### src/rtl/seg7_mux_driver.sv
// seg7_mux_driver: two-digit multiplexed 7-segment driver.
// Shows a held 8-bit hex value on a common-segment pair of digits, one
// nibble per slot. Each slot opens with a short blanking window to avoid
// ghosting while the digit select changes.
// Optional feature: define SEG7_LZ_BLANK_EN to blank a leading zero on the
// left digit. Without the macro the left digit shows '0' as usual.
module seg7_mux_driver #(
    parameter int REFRESH_DIV = 6000,
    parameter int BLANK_CYC   = 16
) (
    input  logic       clk,
    input  logic       rst,
    input  logic [7:0] val_in,
    input  logic       val_valid,
    output logic [7:0] seg_out,
    output logic       slot_tick
);

    localparam int CW = $clog2(REFRESH_DIV);
    localparam logic [CW-1:0] CNT_LAST  = CW'(REFRESH_DIV - 1);
    localparam logic [CW-1:0] BLANK_END = CW'(BLANK_CYC);
    localparam logic [6:0]    SEG_OFF   = 7'b1111111;

    typedef enum logic {
        ST_BLANK,
        ST_SHOW
    } state_t;

    logic [7:0]    held_q, held_d;
    logic [7:0]    disp_q, disp_d;
    logic [CW-1:0] cnt_q, cnt_d;
    logic          sel_q, sel_d;
    state_t        state_q, state_d;
    logic          wrap_q, wrap_d;
    logic [7:0]    seg_q, seg_d;
    logic          tick_q, tick_d;
    logic          wrap;
    logic [3:0]    nibble;
    logic [6:0]    code;

    // Segment patterns, order {a,b,c,d,e,f,g}, 0 lights the segment.
    function automatic logic [6:0] seg_lut(input logic [3:0] n);
        logic [6:0] c;
        case (n)
            4'h0: c = 7'b0000001;
            4'h1: c = 7'b1001111;
            4'h2: c = 7'b0010010;
            4'h3: c = 7'b0000110;
            4'h4: c = 7'b1001100;
            4'h5: c = 7'b0100100;
            4'h6: c = 7'b0100000;
            4'h7: c = 7'b0001111;
            4'h8: c = 7'b0000000;
            4'h9: c = 7'b0000100;
            4'hA: c = 7'b0001000;
            4'hB: c = 7'b1100000;
            4'hC: c = 7'b0110001;
            4'hD: c = 7'b1000010;
            4'hE: c = 7'b0110000;
            default: c = 7'b0111000;
        endcase
        return c;
    endfunction

    // Slot sequencing: counter, select, blank/show phase and the value
    // latch. The displayed value only moves on a slot wrap, and a valid on
    // the wrap cycle itself goes straight through to the new slot.
    always_comb begin
        wrap    = (cnt_q == CNT_LAST);
        held_d  = val_valid ? val_in : held_q;
        cnt_d   = wrap ? '0 : cnt_q + CW'(1);
        sel_d   = wrap ? ~sel_q : sel_q;
        disp_d  = wrap ? held_d : disp_q;
        wrap_d  = wrap;
        state_d = state_q;
        case (state_q)
            ST_BLANK: if (cnt_d == BLANK_END) state_d = ST_SHOW;
            ST_SHOW:  if (wrap) state_d = ST_BLANK;
            default:  state_d = ST_BLANK;
        endcase
    end

    // Output decode from the current slot state; registered one clock later.
    // The tick follows a wrap, so the partial slot started by reset release
    // does not produce one.
    always_comb begin
        nibble = sel_q ? disp_q[3:0] : disp_q[7:4];
        code   = seg_lut(nibble);
`ifdef SEG7_LZ_BLANK_EN
        if (!sel_q && (disp_q[7:4] == 4'h0)) code = SEG_OFF;
`endif
        seg_d  = (state_q == ST_SHOW) ? {code, sel_q} : {SEG_OFF, sel_q};
        tick_d = wrap_q;
    end

    // State and output registers; reset leaves both digits dark on the right.
    always_ff @(posedge clk or posedge rst) begin
        if (rst) begin
            held_q  <= 8'h00;
            disp_q  <= 8'h00;
            cnt_q   <= '0;
            sel_q   <= 1'b1;
            state_q <= ST_BLANK;
            wrap_q  <= 1'b0;
            seg_q   <= 8'hFF;
            tick_q  <= 1'b0;
        end else begin
            held_q  <= held_d;
            disp_q  <= disp_d;
            cnt_q   <= cnt_d;
            sel_q   <= sel_d;
            state_q <= state_d;
            wrap_q  <= wrap_d;
            seg_q   <= seg_d;
            tick_q  <= tick_d;
        end
    end

    assign seg_out   = seg_q;
    assign slot_tick = tick_q;

endmodule

### config.mk
export PLATFORM = sky130hd
export DESIGN_NAME = seg7_mux_driver
export DESIGN_NICKNAME = d
export VERILOG_FILES = /design/src/rtl/seg7_mux_driver.sv
export SDC_FILE = /design/constraint.sdc
export NUM_CORES = 1
export LEC_CHECK = 0
export BUFFER_PORTS_ARGS = -buffer_cell sky130_fd_sc_hd__buf_2
export CAP_MARGIN = 20
export CORE_ASPECT_RATIO = 0.75
export CORE_UTILIZATION = 58
export CTS_CLUSTER_SIZE = 8
export DETAILED_ROUTE_END_ITERATION = 8
export PLACE_DENSITY = 0.74
export SKIP_CTS_REPAIR_TIMING = 1
export SYNTH_ARGS = -nofsm -noshare
export SYNTH_HDL_FRONTEND = slang
export SYNTH_SLANG_ARGS = --single-unit
### constraint.sdc
create_clock -name clk -period 3.1 [get_ports clk]
set_input_delay 0 -clock clk [delete_from_list [all_inputs] [get_ports clk]]
set_output_delay 0 -clock clk [all_outputs]
set_load 0.005 [all_outputs]
## After elaboration in Yosys (flattened, before gate mapping)

Memories as Yosys holds them, arrays and structs flattened.
Index checks and enable logic that the tools add are counted.

- Memory bits (read-only): 112
- Bits of input ports: 11
- Output and inout bits: 9
- Logic and storage cells: 21
- Memories: 1
- Register bits: 41

Memory list:

| memory | depth | width | read ports | clocked after memory_dff | write ports | line | source |
|---|---|---|---|---|---|---|---|
| (name not given) | 16 | 7 | 1 | 0 | 0 | 44 | `case (n)` |

- Multiplexer cells: 7
- $add $sub $neg: 1
- Bitwise operators: 2
- Equality and inequality tests: 2

Operators with widths:

| operator | count |
|---|---|
| 8-bit two-way mux | 2 |
| 13-bit by 1-bit adder with 13-bit output (second input constant) | 1 |
| 13-bit == test (second input constant) | 1 |
| 13-bit by 5-bit == test with 1-bit output (second input constant) | 1 |
| 13-bit two-way mux | 1 |
| 4-bit two-way mux | 1 |
| 1-bit two-way mux | 2 |
| 1-bit inverter | 2 |
| 1-bit case mux with 2 select lines | 1 |

## Logic depth before layout (Yosys ltp)

Gate-level depths: netlist of the first run.

- Depth after elaboration: 5
- Depth in mapped cells: 7
- Mapped depth without buffers: 6

## Worst setup path after synthesis of the first run

No wires, ideal clock.

- Kind: register to register
- From: reg sel_q
- To: reg seg_q[4] (netlist: seg_out[4])
- Cell stages (with the launch flop): 7
- Period minus slack after synthesis: 2199 ps
- Buffers on the path: 1
- Setup slack: 901 ps
- Setup time: 82 ps
- Data required time: 3018 ps
- Arrival time: 2117 ps
- Cell sequence: dfstp_2 -> buf_2 -> mux2i_1 -> inv_1 -> ha_1 -> mux4_2 -> nand2b_1

- Longest elaborated chain between the ends: 3

RTL lines:

| element | line | source |
|---|---|---|
| start: declaration | 32 | `logic sel_q, sel_d;` |
| start signal: assignment | 111 | `sel_q <= sel_d;` |
| 4-bit two-way mux | 87 | `nibble = sel_q ? disp_q[3:0] : disp_q[7:4];` |
| memory read 16 x 7 bit | n/a |  |
| 8-bit two-way mux | 92 | `seg_d = (state_q == ST_SHOW) ? {code, sel_q} : {SEG_OFF, sel_q};` |
| named net seg_d[4] | 35 | `logic [7:0] seg_q, seg_d;` |
| end signal: assignment | 114 | `seg_q <= seg_d;` |
| end: declaration | 35 |  |

The timed path passes the listed nets, and every way through them passes these cells.
A chain may end at the register's enable or synchronous reset.

## Worst setup path in the final report of the first run

Ends and elaborated chain as after synthesis.

==> results.json, run 1 <==
{
  "status": "finished clean",
  "die_width_um": 70.87,
  "critical_path.startpoint_type": "flop",
  "vias": 1379,
  "worstSetupPathType": "flop to flop",
  "cp.required_ns": 3.32,
  "dr_wl_met3_um": 146,
  "cts.reportedPaths.clkPinSlew_ns": 0.08,
  "synth-seq-cells": 41,
  "synth_nets": 186,
  "core_mm2": 0.003333,
  "drt_iter0_markers": 77,
  "fin_crit_sh": 0.7643,
  "final_cell_area_mm2": 0.002332,
  "maxUsedRoutingLayer": "met4",
  "synthDistinctLibCells": 51,
  "async_reset_ff_frac": 1.000,
  "cts_root_buffer": "clkbuf_8",
  "drc": 0,
  "maxCapViolations": 0,
  "die_height_um": 53.65,
  "areaGrowthSynthToFinish_pct": 13.04,
  "dp_hpwl_um": 2473,
  "drt_first_pass_iters": 6,
  "antenna_found_initial": 0,
  "ctsLongestPathBuffers": 2,
  "drtAntennaViolNets": 0,
  "max_freq_mhz": 422.1,
  "synth-edff-count": 0,
  "grt_pass1_wl_um": 5892,
  "worst_skew_pair.late_latency_ns": 0.29,
  "dieArea_mm2": 0.003802,
  "synth_top_area_frac": 0.3881,
  "synth_top_cell_by_area": "dfrtp_1",
  "layout-drive-gt1-share": 0.3518,
  "fin_crit_ns": 2.369,
  "wl_met1_um": 1790,
  "final_nets": 216,
  "relSlewSlack": 0.5663,
  "insertedDiodeCount": 0,
  "holdWs_ns": 0.1252,
  "wl_per_cell_um": 14.75,
  "htree_levels": 2,
  "yosys_warnings": 0,
  "synth_commonest_cells": "32 x dfrtp_1, 16 x mux2_2, 9 x dfstp_2, 9 x inv_1, 9 x mux2i_1",
  "hold_viol": 0,
  "synth.most_common_cell": "dfrtp_1",
  "grt_max_degree": 36,
  "synthFlopType": "dfrtp_1",
  "hp-class": "primary input to flop",
  "grt_use_total": 0.2087,
  "finClkSkew_ns": 0.005813,
  "fp-row-count": 18,
  "viasPerCell": 5.770,
  "power_density_mw_per_mm2": 393.0,
  "start_util": 0.6190,
  "cts_tree": "yes",
  "fin_tns_setup_ns": 0,
  "p_leak_nw": 1.113,
  "synth_area_mm2": 0.002063,
  "ioPinCount": 20,
  "drv_slew": 0,
  "dr_wl_met2_um": 1558,
  "gr-total-overflow": 0,
  "place_area_mm2": 0.002160,
  "finalSetupViolCount": 0,
  "tightest_slew_ns": 0.6325,
  "syn_inst": 168,
  "worstSetupEndpointType": "flop",
  "routed_wl_um": 3525,
  "cp.arrival_ns": 2.59,
  "gp_congestion": 0.8512,
  "place.port_buffers": 19,
  "rsz0062_at_grt": "false",
  "cts_buffers": 5,
  "synthTopCellsByArea": "dfrtp_1 39%, dfstp_2 11%, mux2_2 8.7%",
  "crit_fanout": 8,
  "ys_seq_area_frac": 0.5027,
  "synth_area_per_cell_um2": 12.28,
  "grt_pass1_vias": 1232,
  "ir_drop_mv": 0.3366,
  "clkSinkCount": 41
}
-- per-stage QoR --
| stage | setup WS, ns | std cells | util | power [mW] |
|---|---|---|---|---|
| after detailed placement | 0.7126 | 222 | 0.6479 | 0.5915 |
| after global routing | 0.5585 | 239 | 0.6997 | 0.9548 |
| after floorplan | 0.9013 | 168 | - | 0.5789 |
| after CTS | 0.7127 | 230 | 0.6727 | 0.9162 |
| final | 0.7307 | 239 | 0.6997 | 0.9165 |
| after global placement | 0.9006 | 222 | 0.6479 | 0.5898 |
-- layer usage --
layer  vias up  GRT usage
met4         0    0.05000
met5         -          0
met3         5    0.05618
li1        673          -
met1       673     0.2983
met2        28     0.3221
-- sequential cells by signal, indices dropped and copies added (netlist names) --
name / count
cnt_q: 13
disp_q: 8
held_q: 8
seg_out: 8
sel_q: 1
slot_tick: 1
state_q: 1
tick_d: 1
-- where the power goes --
group          switching (mW)  internal [mW]  total (mW)
Combinational          0.0195         0.0221      0.0417
Clock                   0.171          0.156       0.327
Sequential            0.00238          0.545       0.548
-- placed cells by master, fill, tap and decap left out, drive strengths merged, types with 2 or more instances in the layout --
| master | instances |
|---|---|
| a21o | 2 |
| a21oi | 3 |
| and4 | 4 |
| buf | 22 |
| clkbuf | 6 |
| clkinv | 2 |
| dfrtp | 32 |
| dfstp | 9 |
| dlygate4sd3 | 9 |
| ha | 7 |
| inv | 9 |
| mux2 | 16 |
| mux2i | 9 |
| nand2 | 5 |
| nand2b | 2 |
| nand3 | 8 |
| nand4 | 5 |
| nor2 | 6 |
| nor3 | 3 |
| nor4 | 3 |
| o211ai | 5 |
| o21ai | 3 |
| o21ba | 2 |
| o22ai | 2 |
| o31a | 2 |
| xnor2 | 2 |
| xor2 | 5 |
-- worst max-delay path, stage by stage, from the launching register on --
cell and delay [ns]:
dfstp_2 0.62, mux2i_1 0.58, inv_1 0.17, ha_1 0.30, mux4_2 0.47, nand2b_1 0.15
-- cell families after synthesis --
kind of cell | synth area share
AOI/OAI and AO/OA | 0.09097
buffers and inverters | 0.05093
adders and majority gates | 0.04245
DFF | 0.5027
and+or+nand+nor | 0.1413
muxes | 0.1419
xor gates and xnor gates | 0.02972
-- cell type report --
type	count	area (µm²)
Clock buffer	6	72.57
Clock inverter	2	10.01
Fill cell	243	1001
Inverter	9	33.78
Multi-Input combinational cell	110	920.9
Sequential cell	41	1037
Tap cell	40	50.05
Timing Repair Buffer	31	207.7
-- worst paths after layout --
kind | startpoint | to | slack (ns) | depth (start not counted)
worst max-delay path | sel_q | seg_out[4] | 0.73 | 5
worst min-delay path | val_valid | held_q[3] | 0.13 | 2
worst max register to register | sel_q | seg_out[4] | 0.73 | 5
worst min register to register | tick_d | slot_tick | 0.35 | 0
max in group asynchronous | rst | sel_q | 2.19 | 4
min in group asynchronous | rst | tick_d | 0.18 | 3
Power figures use the tool's default switching activity.
==> run 2, diff against run 1 <==
--- a/config.mk
+++ b/config.mk
@@ -5,6 +5,7 @@
 export SDC_FILE = /design/constraint.sdc
 export NUM_CORES = 1
 export LEC_CHECK = 0
+export ABC_AREA = 1
 export BUFFER_PORTS_ARGS = -buffer_cell sky130_fd_sc_hd__buf_2
 export CAP_MARGIN = 20
 export CORE_ASPECT_RATIO = 0.75
==> constraint.sdc (replaced) <==
create_clock -name clk -period 2.25 [get_ports clk]
set_input_delay 0 -clock clk [delete_from_list [all_inputs] [get_ports clk]]
set_output_delay 0 -clock clk [all_outputs]
set_load 0.005 [all_outputs]
==> run 2 against run 1 <==
  * The flow now finishes with violations (negative hold slack)
  * Via count grew 19%
  * Sequential share of layout area shrank 0.70 points
  * Final cell count grew 39%
  * Critical endpoint is now seg_out[2]
  * Largest cell class unchanged
  * Largest power group unchanged
==> results.json, run 2 <==
{
  "status": "finished, violations left",
  "violations": "negative hold slack",
  "fin_crit_ns": 1.848,
  "critPathSlowestCell": "dfstp_2",
  "seqPwrFrac": 0.594,
  "gr-total-overflow": 0,
  "die_height_um": 53.65,
  "synth_area_per_cell_um2": 7.935,
  "relSlewSlack": 0.6736,
  "wl_per_cell_um": 11.73,
  "p_sw_frac": 0.2228,
  "drv_slew": 0,
  "synth.most_common_cell": "nand2_1",
  "p_clk_frac": 0.361,
  "synth_top_cell_by_area": "dfrtp_1",
  "place.port_buffers": 19,
  "worst_skew_pair.late_latency_ns": 0.29,
  "hp-start": "val_in[1]",
  "routed_wl_um": 3905,
  "final_cell_area_mm2": 0.002370,
  "layout_setup_ws_ns": 0.4019,
  "finalSetupViolCount": 0,
  "preCtsSetupSlack_ns": 0.3986,
  "max_freq_mhz": 541.1,
  "tightest_slew_ns": 0.4896,
  "p_switching_uw": 283.4,
  "ioPinCount": 20,
  "fin_tns_setup_ns": 0,
  "ys_seq_area_frac": 0.5027,
  "drtAntennaViolNets": 0,
  "viasPerCell": 4.919,
  "vias": 1638,
  "gp_congestion": 0.9023,
  "regArea_mm2": 0.001037,
  "max_flop_register": "cnt_q",
  "maxCapViolations": 0,
  "synth-seq-cells": 41,
  "dieArea_mm2": 0.003802,
  "final_nets": 310,
  "worstSetupPathType": "flop to flop",
  "cts_tree": "yes",
  "start_util": 0.6190,
  "cts.reportedPaths.clkPinSlew_ns": 0.08,
  "die_width_um": 70.87,
  "final_cell_mix": "90 x nand2_1, 35 x inv_1, 32 x dfrtp_1",
  "multiInputGateArea_um2": 855.8,
  "core_mm2": 0.003333,
  "power_density_mw_per_mm2": 536.8,
  "htree_levels": 2,
  "synthTopCellsByArea": "dfrtp_1 39%, nand2_1 16%, dfstp_2 11%",
  "cts_root_buffer": "clkbuf_8",
  "slowest_delay_ns": 0.63,
  "largest_reg_flops": 13,
  "worstSetupEndpointType": "flop",
  "ir_drop_mv": 0.4825,
  "drc": 0,
  "synth_area_mm2": 0.002063,
  "grt_pass1_wl_um": 6492,
  "areaGrowthSynthToFinish_pct": 14.86,
  "intPower_uw": 988.6,
  "crit_fanout": 8,
  "final_cell_count_no_fill": 333,
  "layout_commonest_cell": "nand2_1",
  "cp_cell_sequence": "inv_2 > or2_1 > o21ai_2 > inv_2 > ha_1 > nand2_1 > o21ai_0 > a21oi_1 > nand2_1",
  "dpl.cell_count": 317,
  "synth-edff-count": 0,
  "syn_inst": 260,
  "insertedDiodeCount": 0,
  "synth_nets": 278,
  "p_comb_frac": 0.045,
  "grt_pass1_vias": 1466,
  "reg2reg_to": "seg_out[2]",
  "cp.arrival_ns": 2.06,
  "async_reset_ff_frac": 1.000,
  "critical_path.startpoint_type": "flop",
  "drt_first_pass_iters": 6,
  "dp_hpwl_um": 2880,
  "ctsLongestPathBuffers": 2,
  "antenna_found_initial": 0,
  "synth_commonest_cells": "90 x nand2_1, 35 x inv_1, 32 x dfrtp_1, 21 x nand3_1, 18 x nor2_1",
  "hold_viol": 1,
  "synthDistinctLibCells": 27,
  "rsz0062_at_grt": "false",
  "fp-row-count": 18,
  "p_leak_nw": 1.244,
  "num-fill-cells": 284,
  "place_area_mm2": 0.002203,
  "synthFlopType": "dfrtp_1",
  "holdWs_ns": -0.02586,
  "hold_depth": 3,
  "clkSinkCount": 41,
  "fin_crit_sh": 0.8214,
  "grt_max_degree": 42,
  "synth_top_area_frac": 0.3881,
  "hp-class": "primary input to flop",
  "utilization": 0.7110,
  "r2r_slack_ns": 0.40,
  "worstReg2RegStart": "sel_q",
  "drt_iter0_markers": 105,
  "holdPathEnd": "held_q[1]",
  "cp.required_ns": 2.46,
  "cts_buffers": 5,
  "finClkSkew_ns": 0.01091,
  "layout-drive-gt1-share": 0.1911,
  "yosys_warnings": 0,
  "rr_worst_depth": 9,
  "grt_use_total": 0.2283,
  "power_mw": 1.272
}
## run 2: cell count changes in the layout (fill, tap and decap cells not counted), sizes merged, moves of 4 or more
cell    previous run  this run
and4               4         0
nor2               6        23
nand3              8        23
mux2i              9         0
mux2              16         0
o21ai              3        11
inv                9        42
nand2              5        91
o211ai             5         0
## run 2: worst max-delay path: cells and delay by family (launching register included)
kind | cells | cell delay (ns)
AND/OR/NAND/NOR | 3 | 0.38
buffers and inverters | 2 | 0.16
flip-flops | 1 | 0.63
adder cells (fa/ha/maj) | 1 | 0.22
AO/OA/AOI/OAI | 3 | 0.37
## run 2: per-layer routing
metal | global-route usage | part of all wire | wire (µm) | vias up
li1 | - | - | - | 873
met3 | 0.05056 | 0.047 | 182 | 4
met5 | 0 | 0 | 0 | -
met2 | 0.3478 | 0.42 | 1631 | 40
met1 | 0.3225 | 0.52 | 2042 | 721
met4 | 0.09000 | 0.012 | 48 | 0
## run 2: how the worst max path moves through the flow
stage,from,endpoint,slack (ns),cells past startpoint
after floorplan,sel_q,seg_out[7],0.57,9
after global placement,sel_q,seg_out[4],0.47,7
after detailed placement,sel_q,seg_out[2],0.40,9
after CTS,sel_q,seg_out[2],0.37,9
after global routing,sel_q,seg_out[2],0.25,8
final,sel_q,seg_out[2],0.40,9
## run 2: power by group through the flow
stage	Combinational, mW	Sequential [mW]	Clock, mW
2_1_floorplan	0.0294	0.768	0
3_3_place_gp	0.0464	0.769	0
3_5_place_dp	0.0471	0.769	0
4_1_cts	0.0474	0.756	0.473
5_1_grt	0.0665	0.756	0.497
6_report	0.0569	0.756	0.459
## run 2: cell families (layout without fill, tap and decap cells)
family,count (synthesis),after routing,share of synthesized area
compound gates,21,21,0.06307
xor+xnor,2,2,0.008492
fa+ha+maj,7,7,0.04245
buf+inv,45,78,0.08247
flops,41,41,0.5027
simple gates,144,144,0.3008
## run 2: area by class of cell
class | count | area share
Sequential cell | 41 | 0.4377
Multi-Input combinational cell | 174 | 0.3611
Timing Repair Buffer | 28 | 0.07709
Inverter | 42 | 0.06653
Clock buffer | 5 | 0.02904
Tap cell | 40 | 0.02112
Clock inverter | 3 | 0.007392
==> run 3, diff against run 2 <==
==> constraint.sdc (replaced) <==
create_clock -name clk -period 1.84 [get_ports clk]
set_input_delay 0 -clock clk [delete_from_list [all_inputs] [get_ports clk]]
set_output_delay 0 -clock clk [all_outputs]
set_load 0.005 [all_outputs]
==> run 3 against run 2 <==
  * The flow now finishes without violations
  * Clock skew down 0.0030 ns
  * Worst setup slack worse by 0.28 ns
  * Global-route usage shrank 0.62 points
  * Final cell count rose by 1.2%
  * Non-clock buffer count grew 4
  * Sequential cell count stayed put
  * Register-to-register slack got worse by 0.28 ns
  * Fmax increased by 7.7%
  * Combinational power is 24% higher
  * Critical path type unchanged
  * Critical endpoint is now seg_out[7]
  * Highest routed layer unchanged
==> results.json, run 3 (synthesized netlist as in run 2, its figures left out) <==
{
  "status": "finished clean",
  "seqPwrFrac": 0.502,
  "max_freq_mhz": 582.9,
  "areaGrowthSynthToFinish_pct": 18.74,
  "final_cell_mix": "90 x nand2_1, 35 x inv_1, 32 x dfrtp_1",
  "place_area_mm2": 0.002226,
  "finClkSkew_ns": 0.007925,
  "viasPerCell": 4.807,
  "max_flop_register": "cnt_q",
  "htree_levels": 2,
  "drc": 0,
  "worstSetupEndpointType": "flop",
  "grt_pass1_vias": 1382,
  "utilization": 0.7350,
  "ioPinCount": 20,
  "cts_root_buffer": "clkbuf_8",
  "final_cell_area_mm2": 0.002450,
  "multiInputGateArea_um2": 855.8,
  "power_mw": 1.840,
  "wl_per_cell_um": 11.33,
  "relSlewSlack": 0.6722,
  "drt_first_pass_iters": 6,
  "drt_iter0_markers": 96,
  "vias": 1620,
  "crit_fanout": 6,
  "final_nets": 314,
  "grt_pass1_wl_um": 6272,
  "hp-class": "primary input to flop",
  "drtAntennaViolNets": 0,
  "finalSetupViolCount": 0,
  "drv_slew": 0,
  "tightest_slew_ns": 0.4917,
  "die_height_um": 53.65,
  "cts_buffers": 5,
  "fin_crit_sh": 0.9323,
  "fin_tns_setup_ns": 0,
  "layout-drive-gt1-share": 0.1987,
  "cts.reportedPaths.clkPinSlew_ns": 0.08,
  "largest_reg_flops": 13,
  "slowest_delay_ns": 0.54,
  "fp-row-count": 18,
  "maxCapViolations": 0,
  "rsz0062_at_grt": "false",
  "grt_max_degree": 42,
  "critical_path.startpoint_type": "flop",
  "grt_use_total": 0.2221,
  "start_util": 0.6190,
  "p_comb_frac": 0.038,
  "p_clk_frac": 0.460,
  "intPower_mw": 1.487,
  "antenna_found_initial": 0,
  "p_sw_frac": 0.1918,
  "dieArea_mm2": 0.003802,
  "p_leak_nw": 1.286,
  "core_mm2": 0.003333,
  "gp_congestion": 0.9423,
  "place.port_buffers": 19,
  "p_switching_uw": 353.1,
  "power_density_mw_per_mm2": 751.2,
  "gr-total-overflow": 0,
  "ctsLongestPathBuffers": 2,
  "worstSetupPathType": "flop to flop",
  "cp_cell_sequence": "inv_2 > or2_1 > o21ai_2 > inv_2 > ha_1 > inv_1 > nor3_1 > a31oi_1 > nand3_1",
  "clkSinkCount": 41,
  "routed_wl_um": 3818,
  "cp.required_ns": 2.06,
  "insertedDiodeCount": 0,
  "die_width_um": 70.87,
  "critPathSlowestCell": "dfstp_2",
  "num-fill-cells": 266,
  "cts_tree": "yes",
  "crit_top_cell": "inv_2",
  "ir_drop_mv": 0.5335,
  "holdWs_ns": 0.01916,
  "layout_commonest_cell": "nand2_1",
  "fin_crit_ns": 1.716,
  "regArea_mm2": 0.001037,
  "worst_skew_pair.late_latency_ns": 0.30,
  "hold_viol": 0,
  "dp_hpwl_um": 2757,
  "cp.arrival_ns": 1.93
}
-- run 3: cell types whose count changed in the layout (fill, tap and decap cells not counted) --
cell	before	now
dlygate4sd3_1	8	9
bufinv_16	0	2
clkinvlp_4	1	0
buf_4	1	4
clkinv_2	2	1
-- run 3: routing by layer --
metal  vias to the layer above  routed length (µm)  share of wire  global-route usage
met4                         0                  55          0.014             0.09000
met3                         7                 238          0.062             0.07491
met2                        39                1519           0.40              0.3013
met1                       697                2005           0.53              0.3234
li1                        877                   -              -                   -
met5                         -                   0              0                   0
-- run 3: path summary, 6_finish.rpt --
| path | start | slack, ns | endpoint | cells past startpoint |
|---|---|---|---|---|
| max | sel_q | 0.12 | seg_out[7] | 9 |
| min | val_valid | 0.02 | held_q[1] | 3 |
| max reg2reg | sel_q | 0.12 | seg_out[7] | 9 |
| min reg2reg | tick_d | 0.36 | slot_tick | 0 |
| max in group asynchronous | rst | 1.12 | seg_out[0] | 4 |
| min in group asynchronous | rst | 0.37 | cnt_q[2] | 4 |
-- run 3: final cells by class --
class | count | area share
Multi-Input combinational cell | 174 | 0.3493
Sequential cell | 41 | 0.4234
Clock buffer | 5 | 0.02809
Tap cell | 40 | 0.02043
Timing Repair Buffer | 32 | 0.08784
Clock inverter | 3 | 0.02656
Inverter | 42 | 0.06435
-- run 3: worst max-delay path, delay by kind of cell (launching register included) --
family	cells	cell delay [ns]
flops	1	0.54
buf+inv	3	0.21
compound gates	2	0.29
fa+ha+maj	1	0.23
simple gates	3	0.35
-- run 3: stage by stage --
step / instances / worst slack [ns]
after floorplan: 260 / 0.1586
final: 337 / 0.1245
after global placement: 320 / 0.1862
after CTS: 328 / 0.1316
after global routing: 337 / 0.008480
after detailed placement: 320 / 0.1580
-- run 3: power groups by stage --
stage | clock network, mW | logic, mW | registers (mW)
after detailed placement | 0 | 0.0572 | 0.940
after floorplan | 0 | 0.0360 | 0.939
final | 0.846 | 0.0704 | 0.924
after global placement | 0 | 0.0559 | 0.940
after global routing | 0.888 | 0.0835 | 0.925
after CTS | 0.863 | 0.0573 | 0.924
